**src/rtl/store_buffer.sv**
```systemverilog
`default_nettype none
// ============================================================================
// Module   : store_buffer
// Brief    : FIFO store buffer between the MEM pipeline register and the data
//            memory write port, with load read-after-write hazard detection.
// Revision : 1.0 - initial release
// ============================================================================
module store_buffer #(
    parameter int DEPTH = 4,
    parameter int AW    = 2
) (
    input  logic        clk,
    input  logic        rst,
    input  logic        st_valid,
    input  logic [31:0] st_addr,
    input  logic [31:0] st_data,
    input  logic [1:0]  st_bits,
    output logic        st_ready,
    output logic        st_err,
    input  logic        ld_valid,
    input  logic [31:0] ld_addr,
    output logic        ld_hazard,
    output logic        dm_wr,
    output logic [1:0]  dm_wr_bits,
    output logic [31:0] dm_addr,
    output logic [31:0] dm_data,
    output logic        empty,
    output logic        full
);

    localparam logic [AW:0] c_DEPTH_CNT = (AW+1)'(DEPTH);
    localparam logic [1:0]  c_BITS_BAD  = 2'b11;

    logic [31:0]      r_addr [DEPTH];
    logic [31:0]      r_data [DEPTH];
    logic [1:0]       r_bits [DEPTH];
    logic [DEPTH-1:0] r_valid;
    logic [AW-1:0]    r_wr_ptr;
    logic [AW-1:0]    r_rd_ptr;
    logic [AW:0]      r_count;
    logic             r_st_err;

    logic             w_push;
    logic             w_pop;
    logic [DEPTH-1:0] w_hit;
    logic [1:0]       w_unused_ld_lsb;

    // Byte offset within the word is irrelevant to the hazard compare.
    assign w_unused_ld_lsb = ld_addr[1:0];

    assign st_ready = (r_count < c_DEPTH_CNT);
    assign full     = (r_count == c_DEPTH_CNT);
    assign empty    = (r_count == '0);
    assign st_err   = r_st_err;

    assign w_push = st_valid & st_ready & (st_bits != c_BITS_BAD) & ~rst;

    generate
        for (genvar gi = 0; gi < DEPTH; gi++) begin : g_cmp
            assign w_hit[gi] = r_valid[gi] & (r_addr[gi][31:2] == ld_addr[31:2]);
        end
    endgenerate

    assign ld_hazard = ld_valid & (|w_hit);

    // A hazarded load yields the port so the blocking store can drain; a reset
    // cycle never strobes memory so no pending store commits partially.
    assign w_pop = ~rst & (r_count != '0) & (~ld_valid | ld_hazard);

    assign dm_wr      = w_pop;
    assign dm_addr    = r_addr[r_rd_ptr];
    assign dm_data    = r_data[r_rd_ptr];
    assign dm_wr_bits = r_bits[r_rd_ptr];

    always_ff @(posedge clk) begin
        if (rst) begin
            r_wr_ptr <= '0;
            r_rd_ptr <= '0;
            r_count  <= '0;
            r_valid  <= '0;
            r_st_err <= 1'b0;
        end else begin
            r_st_err <= st_valid & (st_bits == c_BITS_BAD);
            if (w_push) begin
                r_wr_ptr           <= r_wr_ptr + AW'(1);
                r_valid[r_wr_ptr]  <= 1'b1;
            end
            if (w_pop) begin
                r_rd_ptr           <= r_rd_ptr + AW'(1);
                r_valid[r_rd_ptr]  <= 1'b0;
            end
            case ({w_push, w_pop})
                2'b10:   r_count <= r_count + (AW+1)'(1);
                2'b01:   r_count <= r_count - (AW+1)'(1);
                default: r_count <= r_count;
            endcase
        end
    end

    // Payload storage needs no reset; r_valid qualifies every entry.
    always_ff @(posedge clk) begin
        if (w_push) begin
            r_addr[r_wr_ptr] <= st_addr;
            r_data[r_wr_ptr] <= st_data;
            r_bits[r_wr_ptr] <= st_bits;
        end
    end

endmodule
`default_nettype wire

```
**config.mk**
```make
export PLATFORM = sky130hd
export DESIGN_NAME = store_buffer
export DESIGN_NICKNAME = d
export VERILOG_FILES = /design/src/rtl/store_buffer.sv
export SDC_FILE = /design/constraint.sdc
export NUM_CORES = 1
export LEC_CHECK = 0
export ABC_AREA = 1
export BUFFER_PORTS_ARGS = -buffer_cell sky130_fd_sc_hd__buf_2
export CAP_MARGIN = 20
export CORE_AREA = 5 5 183 185
export CTS_CLUSTER_SIZE = 25
export DETAILED_ROUTE_END_ITERATION = 10
export DIE_AREA = 0 0 188 190
export PLACE_DENSITY = 0.61
export SYNTH_ARGS = -nofsm -noshare
export SYNTH_HDL_FRONTEND = slang
export SYNTH_SLANG_ARGS = --single-unit
```
**constraint.sdc**
```tcl
create_clock -name clk -period 10.9 [get_ports clk]
set_clock_uncertainty 0.15 [all_clocks]
set_input_delay 1.09 -clock clk [delete_from_list [all_inputs] [get_ports clk]]
set_output_delay 1.09 -clock clk [all_outputs]
set_load 0.01 [all_outputs]
```
* Yosys cells after proc, flatten, opt, wreduce, memory -nomap -nowiden
Memory sizes are Yosys's and may differ from the RTL's. A register that Yosys moved wholly into a read port is not among the register bits. Cells that the tools add are included. Widths: inputs -> output; s select.
Storage, ports and cells: memory bits (writable) 264, output and inout port bits 72, memories 3, flip-flop bits (word level) 12
Operators by class: muxes and demuxes 16, reduce and logical (&&, ||, !) cells 6, add/sub/neg operators 4, bitwise operators 17, equality and inequality tests 9, $lt $le $gt $ge 5
Memories:
- r_addr | depth 4, bits a word 32, read ports 5, clocked after memory_dff 1, write ports 1, line 34 | logic [31:0] r_addr [DEPTH];
- r_data | depth 4, bits a word 32, read ports 1, clocked after memory_dff 1, write ports 1, line 35 | logic [31:0] r_data [DEPTH];
- r_bits | depth 4, bits a word 2, read ports 1, clocked after memory_dff 1, write ports 1, line 36 | logic [1:0] r_bits [DEPTH];
Operator list (count):
- $eq 30x30->1 | 4
- $mux 2 | 6
- $mux 4 | 3
- $and 1x1->1 | 11
- $lt 2x3->1 const B | 2
- $pmux 3 s2 | 1
- $add 2x1->2 const B | 2
- $and 4x4->4 | 1
- $demux 1 s2 | 2
- $eq 2x2->1 const B | 2
- $ge 2x1->1 const B | 2
- $mux 1 | 4
- $not 4->4 | 1
- $or 4x4->4 | 1
- $reduce_or 4->1 | 1
- $add 3x1->3 const B | 1
- $eq 3x3->1 const B | 1
- $logic_not 3->1 | 1
- $lt 3x3->1 const B | 1
- $reduce_bool 3->1 | 1
- $sub 3x1->3 const B | 1
- $eq 2x1->1 const B | 1
- $logic_and 1x1->1 | 2
- $ne 2x2->1 const B | 1
- other kinds (3) | 4

* Logic depth before layout (Yosys ltp)
Gate-level depths: netlist of run 1.
depth after elaboration 9, mapped depth 20

* Worst setup path before layout of run 1
OpenSTA, ideal clock, no wires.
path type in2reg, start point in rst, end point mem r_addr[0][0], enable pin, library setup time 492 ps, stages 3, buffers on the path 0, setup slack 5981 ps, data arrival time 4277 ps, data required time 10258 ps, cell sequence inv_1 -> nand4_1 -> nor2_1
Between the ends: cells in the longest elaborated chain, start to end 4
Ends and longest elaborated chain:
- start, declared | line 13 | input logic rst,
- $not 1->1 | line 56 | assign w_push = st_valid & st_ready & (st_bits != c_BITS_BAD) & ~rst;
- $and 1x1->1 | line 56
- $mux 1 | line 102 | if (w_push) begin
- $mux 1 (not written as such) | line 103 | r_addr[r_wr_ptr] <= st_addr;
- end, declared | line 34
No other way between the ends.

==> impl_metrics.py, run 1 <==
metrics = {
    "timing": {
        "min_period_ns": 4.40,
        "tns_ns": 0,
        "grt_setup_unrepaired": "no",
        "fin_crit_sh_pct": 40.4,
        "fin_ws_ns": 6.50,
        "fmax_mhz": 227,
        "relSlewSlack_pct": 27.4,
        "worstMarginPinSlew_ns": 1.09,
        "final-setup-viol-count": 0,
        "whs_ns": 0.392,
        "final_hold_viol_count": 0,
        "drv_slew": 0,
    },
    "finish": {
        "layout_commonest_cell": "nand2_1",
        "final_core_util_pct": 46.4,
        "fin_nets": 1509,
        "layout_common_cells": "291 x nand2_1, 264 x edfxtp_1, 171 x buf_2",
        "area_delta_synth_final_pct": 18.8,
        "drive_above_1_share_pct": 18.7,
    },
    "clocking": {
        "clock-sinks": 278,
        "clock_path_buffers": 3,
        "cts.clk_slew.worst_paths_ns": 0.06,
        "htreeDepth": 1,
        "insertion_delay_ns": 0.57,
        "postCtsSetupRepairBufs": 0,
        "hold_buffers": 0,
        "cts_root_buffer": "clkbuf_16",
        "post_cts_resized": 0,
        "cts_buffers": 30,
        "cts_tree": "built",
    },
    "detailed_routing": {
        "drc": 0,
        "num_vias": 9249,
        "via_per_inst": 5.05,
        "wl_per_cell_um": 18.4,
        "firstDrtPassIters": 5,
        "drt_iter0_drc": 815,
        "wl_um": 33600,
        "drtAntennaViolNets": 0,
    },
    "global_route": {
        "grt_usage_pct": 18.2,
        "grt_start_max_net_pins": 87,
        "grt_antenna_before_repair": 9,
        "grt_overflow": 0,
        "grt_pass1_vias": 8957,
        "grt_pass1_wl_um": 50900,
    },
    "power": {
        "pwr-share-comb_pct": 8.4,
        "ir_drop_mv": 0.135,
        "p_int_mw": 1.90,
        "p_leak_nw": 5.97,
        "netSwitchingFraction_pct": 23.0,
        "p_sw_uw": 567,
        "p_per_area_nw_per_um2": 167,
        "p_seq_share_pct": 48.8,
        "clkPwrFrac_pct": 42.7,
        "fin_total_pwr_mw": 2.47,
    },
    "die": {
        "die-width_um": 188,
        "initial_core_util_pct": 39.1,
        "coreArea_um2": 31900,
        "num_io_pins": 174,
        "die_area_um2": 35700,
        "row_count": 66,
        "die_h_um": 190,
    },
    "critical_path": {
        "cp-end-kind": "output port",
        "arrival_ns": 3.16,
        "required_ns": 9.66,
        "path_max_fanout": 86,
        "worst-path-buf-inv": 3,
        "critPathLaunchType": "flip-flop",
        "path_class": "flip-flop to output port",
        "critPathTopFamily": "buffers and inverters",
        "crit_slowest_cell": "buf_4",
        "slowest_delay_ns": 0.80,
        "critPathMostFrequentCell": "o21ai_0",
        "crit_chain": "inv_4 -> buf_4 -> o21ai_0 -> o21ai_0 -> buf_2",
    },
    "placed_design": {
        "pre_cts_slack_ns": 6.52,
        "hpwl_um": 21900,
        "gp_congestion": 0.871,
        "io_buffers": 171,
    },
    "yosys": {
        "syn-num-nets": 1341,
        "synth_warnings": 0,
        "syn_area_um2": 12500,
        "ys_types": 29,
        "yosysSeqAreaShare_pct": 65.9,
        "syn_inst": 1229,
        "syn_avg_cell_area_um2": 10.1,
        "yosysTopAreaCell": "edfxtp_1",
        "ys_seq_elements": 278,
        "yosys-top-cells-area": "edfxtp_1 64%, nand2_1 8.8%, o21ai_0 5.4%, nor2_1 5.0%, a21oi_1 3.3%",
        "synth_top_area_share_pct": 63.7,
    },
    "worst_hold_path": {
        "hp-class": "flip-flop to flip-flop",
    },
    "status": {
        "outcome": "complete, no violations",
    },
    "run": {
        "maxCapViolCount": 0,
    },
}
==> registers in the layout, summed over array words and instances (netlist names), named ones only <==
register / count
r_addr: 128
r_data: 128
r_bits: 8
r_valid: 4
r_count: 3
r_rd_ptr: 2
r_wr_ptr: 2
st_err: 1
==> logic make-up (layout without fill, tap and decap cells) <==
logic type / count (synthesis) / in the layout / share of synthesized area [%]
AND/OR/NAND/NOR: 482 / 482 / 15.1
AO/OA/AOI/OAI: 282 / 282 / 11.8
flip-flops: 278 / 278 / 65.9
buffers and inverters: 161 / 352 / 4.97
XOR/XNOR: 16 / 16 / 1.13
adder cells (fa/ha/maj): 10 / 10 / 1.07
other: 0 / 2 / 0
==> final timing paths <==
check                            from                  endpoint  slack, ns  cells after the start
max                         flip-flop               dm_addr[20]       6.50                      5
min          r_wr_ptr[1]$_SDFFE_PP0P_  r_wr_ptr[1]$_SDFFE_PP0P_       0.39                      2
max reg2reg   r_count[2]$_SDFFE_PP0P_   r_addr[3][28]$_DFFE_PP_       7.78                      4
min reg2reg  r_wr_ptr[1]$_SDFFE_PP0P_  r_wr_ptr[1]$_SDFFE_PP0P_       0.39                      2
==> power by group through the flow <==
stage,Clock (mW),Sequential (mW),Combinational [mW]
final,1.06,1.21,0.208
after global routing,1.13,1.21,0.233
after CTS,1.08,1.21,0.211
after detailed placement,0,1.23,0.210
after global placement,0,1.23,0.207
after floorplan,0,1.22,0.114
==> layer usage <==
layer  global-route usage [%]  share of wire (%)
met5                        0               0.25
met4                     5.14                2.9
met3                     5.43                8.5
met2                     30.2                 47
met1                     23.4                 42
==> tightest hold or removal path, stage by stage (launching register included) <==
cell and delay (ns):
dfxtp_1 0.32, inv_1 0.09, a21oi_1 0.07
==> final cells by class <==
type,instances,area (µm²)
repair buffers,181,931
well taps,408,510
fillers,2984,17100
flip-flops and latches,278,8210
diodes,2,5.00
inverters,116,438
multi-input cells,790,3650
clock inverters,15,230
clock buffers,40,808
==> synthesized netlist by cell type <==
| master | instances |
|---|---|
| nand2_1 | 291 |
| edfxtp_1 | 264 |
| nor2_1 | 165 |
| o21ai_0 | 135 |
| inv_1 | 96 |
| a21oi_1 | 81 |
| o22ai_1 | 40 |
| clkbuf_1 | 36 |
| o21ai_1 | 21 |
| inv_2 | 20 |
| dfxtp_1 | 14 |
| xnor2_1 | 13 |
| nand3_1 | 11 |
| ha_1 | 9 |
| nor2_2 | 7 |
| buf_1 | 4 |
| o21a_1 | 4 |
| buf_2 | 3 |
| xor2_1 | 3 |
| nand2_2 | 2 |
| nor3_1 | 2 |
| a21boi_0 | 1 |
| buf_4 | 1 |
| buf_6 | 1 |
| fa_1 | 1 |
| nand2_4 | 1 |
| nand3_2 | 1 |
| nand3_4 | 1 |
| nand4_1 | 1 |
==> through the flow <==
step,cells,instance area [µm²]
after floorplan,1229,12500
after global placement,1773,13700
after detailed placement,1773,13700
after CTS,1828,14800
after global routing,1829,14800
final,1830,14800
Power figures use the tool's default switching activity.
==> inputs of run 2 (changes only) <==
ABC_AREA = 0   (was 1)
CORE_AREA = 5 5 180 182   (was 5 5 183 185)
DIE_AREA = 0 0 185 187   (was 0 0 188 190)
PLACE_DENSITY = 0.6   (was 0.61)
clock period = 4.59 ns   (was 10.9 ns; I/O delays follow)
==> impl_metrics.py, run 2 <==
metrics = {
    "run": {
        "maxCapViolCount": 0,
    },
    "yosys": {
        "synth_common_cells": "264 x edfxtp_1, 120 x xnor2_1, 66 x mux4_2",
        "yosysSeqAreaShare_pct": 68.5,
        "synthMuxAreaShare_pct": 12.5,
        "yosysTopAreaCell": "edfxtp_1",
        "synth-xor-area-share_pct": 9.05,
        "synth_top_family_by_area": "multiplexers",
        "synth_compound_area_share_pct": 1.16,
        "synth-adder-area-share_pct": 1.11,
        "syn_area_um2": 12000,
        "syn_avg_cell_area_um2": 18.0,
        "synth-async-reset-ratio_pct": 0,
        "synth_top_area_share_pct": 66.2,
        "synth_simple_gate_area_share_pct": 5.51,
        "yosys-top-cells-area": "edfxtp_1 66%, mux4_2 12%, xnor2_1 8.8%, nand4_1 2.9%, dfxtp_1 2.3%",
        "syn_inst": 665,
        "syn-num-nets": 777,
        "synth_most_common_cell": "edfxtp_1",
        "ys.flop_type": "edfxtp_1",
        "ys_seq_elements": 278,
        "synth_edf_count": 264,
        "synth_warnings": 0,
        "ys_types": 37,
    },
    "critical_path": {
        "rrSetupSlack_ns": 0.95,
        "slowest_delay_ns": 0.48,
        "cp-end-kind": "flip-flop",
        "worst-path-buf-inv": 1,
        "critPathTopFamily": "simple AND/OR/NAND/NOR gates",
        "reg2regPathDepth": 12,
        "required_ns": 4.90,
        "crit_chain": "xnor2_1 -> nand4_1 -> nor4_1 -> a22oi_1 -> a31oi_2 -> and2_1 -> ha_1 -> inv_1 -> fa_1 -> xor2_1 -> or3_1 -> a21oi_1",
        "worst-path-stages": 12,
        "timing.critical_path.to": "r_count[2]$_SDFFE_PP0P_",
        "arrival_ns": 3.95,
        "r2r-end": "r_count[2]$_SDFFE_PP0P_",
        "crit_start": "r_addr[0][15]$_DFFE_PP_",
        "critPathLaunchType": "flip-flop",
        "rr_startpoint": "r_addr[0][15]$_DFFE_PP_",
        "path_class": "flip-flop to flip-flop",
        "crit_slowest_cell": "xnor2_1",
        "path_max_fanout": 5,
    },
    "clocking": {
        "cts.clk_slew.worst_paths_ns": 0.06,
        "cts_tree": "built",
        "insertion_delay_ns": 0.54,
        "cts_buffers": 29,
        "post_cts_resized": 0,
        "cts_root_buffer": "clkbuf_16",
        "clock_path_buffers": 3,
        "clock-sinks": 278,
        "htreeDepth": 1,
    },
    "finish": {
        "nFillCells": 2643,
        "layout_common_cells": "264 x edfxtp_1, 171 x buf_2, 120 x xnor2_1",
        "register_area_um2": 8220,
        "area_delta_synth_final_pct": 22.7,
        "reg_top3": "r_addr x128, r_data x128, r_bits x8",
        "drive_above_1_share_pct": 32.1,
        "layout_commonest_cell": "edfxtp_1",
        "fin_nets": 1008,
        "multi_input_area_um2": 3520,
    },
    "power": {
        "p_seq_share_pct": 50.6,
        "clkPwrFrac_pct": 36.1,
        "p_leak_nw": 4.74,
        "p_per_area_nw_per_um2": 390,
        "ir_drop_mv": 0.312,
        "pwr-share-comb_pct": 13.3,
        "p_int_mw": 4.37,
        "p_sw_mw": 1.37,
        "netSwitchingFraction_pct": 23.9,
    },
    "detailed_routing": {
        "drc": 0,
        "wl_um": 30300,
        "via_per_inst": 5.30,
        "drt_iter0_drc": 506,
        "drtAntennaViolNets": 0,
        "firstDrtPassIters": 5,
        "wl_per_cell_um": 23.0,
        "num_vias": 6968,
    },
    "die": {
        "initial_core_util_pct": 39.4,
        "die_area_um2": 34600,
        "row_count": 64,
        "die-width_um": 185,
        "coreArea_um2": 30400,
        "die_h_um": 187,
        "num_io_pins": 174,
    },
    "timing": {
        "relSlewSlack_pct": 46.8,
        "grt_setup_unrepaired": "no",
        "final-setup-viol-count": 0,
        "whs_ns": 0.0202,
        "final_hold_viol_count": 0,
        "fmax_mhz": 275,
        "min_period_ns": 3.64,
        "drv_slew": 0,
        "tns_ns": 0,
        "fin_crit_sh_pct": 79.2,
        "worstMarginPinSlew_ns": 0.798,
    },
    "global_route": {
        "grt_pass1_wl_um": 45000,
        "grt_antenna_before_repair": 6,
        "grt_start_max_net_pins": 49,
        "grt_usage_pct": 17.1,
        "grt_overflow": 0,
        "grt_pass1_vias": 7399,
    },
    "placed_design": {
        "hpwl_um": 21100,
        "io_buffers": 171,
        "gp_congestion": 0.977,
    },
    "worst_hold_path": {
        "hp-class": "input port to flip-flop",
    },
    "status": {
        "outcome": "complete, no violations",
    },
}
run 2: cell types whose count changed after synthesis, moves of 55 or more:
cell     change
a21oi_1     -79
inv_1       -86
mux4_2      +66
nand2_1    -285
nand4_1     +55
nor2_1     -154
o21ai_0    -133
xnor2_1    +107
run 2: logic make-up after synthesis:
logic type,Yosys count
flip-flops,278
XOR/XNOR,123
AND/OR/NAND/NOR,113
multiplexers,67
buffers and inverters,56
AO/OA/AOI/OAI,18
adder cells (fa/ha/maj),10
run 2: worst min-delay path by stage:
stage	cells after the start	slack (ns)	end	start
2_1_floorplan	2	0.34	r_valid[1]$_SDFF_PP0_	r_valid[1]$_SDFF_PP0_
3_3_place_gp	2	0.36	r_valid[2]$_SDFF_PP0_	r_valid[2]$_SDFF_PP0_
5_1_grt	1	0.004	r_addr[1][13]$_DFFE_PP_	st_addr[13]
6_report	1	0.02	r_addr[1][13]$_DFFE_PP_	st_addr[13]
3_5_place_dp	2	0.36	r_valid[2]$_SDFF_PP0_	r_valid[2]$_SDFF_PP0_
4_1_cts	1	0.0007	r_addr[1][13]$_DFFE_PP_	st_addr[13]
run 2: power by group through the flow:
stage / Clock (mW) / Combinational, mW / Sequential, mW
finish: 2.07 / 0.763 / 2.90
global route: 2.24 / 0.822 / 2.91
CTS: 2.13 / 0.774 / 2.91
detailed placement: 0 / 0.724 / 2.96
global placement: 0 / 0.721 / 2.96
floorplan: 0 / 0.483 / 2.91
run 2: metal layers:
metal	wire length, µm	up-vias	part of all wire [%]	GRT usage (%)
met2	14100	301	46	27.1
met4	833	10	2.7	4.38
met5	68	-	0.22	0
li1	-	3108	-	-
met3	2690	59	8.9	5.35
met1	12600	3490	42	23.1
run 2: through the flow:
| stage | std cells | worst slack, ns | total power [mW] | util [%] | area (µm²) |
|---|---|---|---|---|---|
| after global routing | 1314 | 0.783 | 5.97 | 48.3 | 14700 |
| final | 1315 | 0.955 | 5.73 | 48.3 | 14700 |
| after detailed placement | 1196 | 0.817 | 3.68 | 43.5 | 13200 |
| after global placement | 1196 | 0.864 | 3.68 | 43.5 | 13200 |
| after CTS | 1313 | 1.00 | 5.81 | 48.3 | 14700 |
| after floorplan | 665 | 1.20 | 3.39 | - | 12000 |
run 2: layout make-up:
type                            instances  area share (%)
Sequential cell                       278            55.9
Tap cell                              396            3.37
Clock inverter                         14           0.442
Timing Repair Buffer                  245            10.9
Multi-Input combinational cell        331            24.0
Antenna cell                            2          0.0340
Inverter                               11           0.281
Clock buffer                           38            5.17
run 2: what timing repair did:
item | in CTS | in global routing
hold buffers | 65 | 0
buffers inserted | 0 | 0
endpoints found under the hold margin | 258 | 0
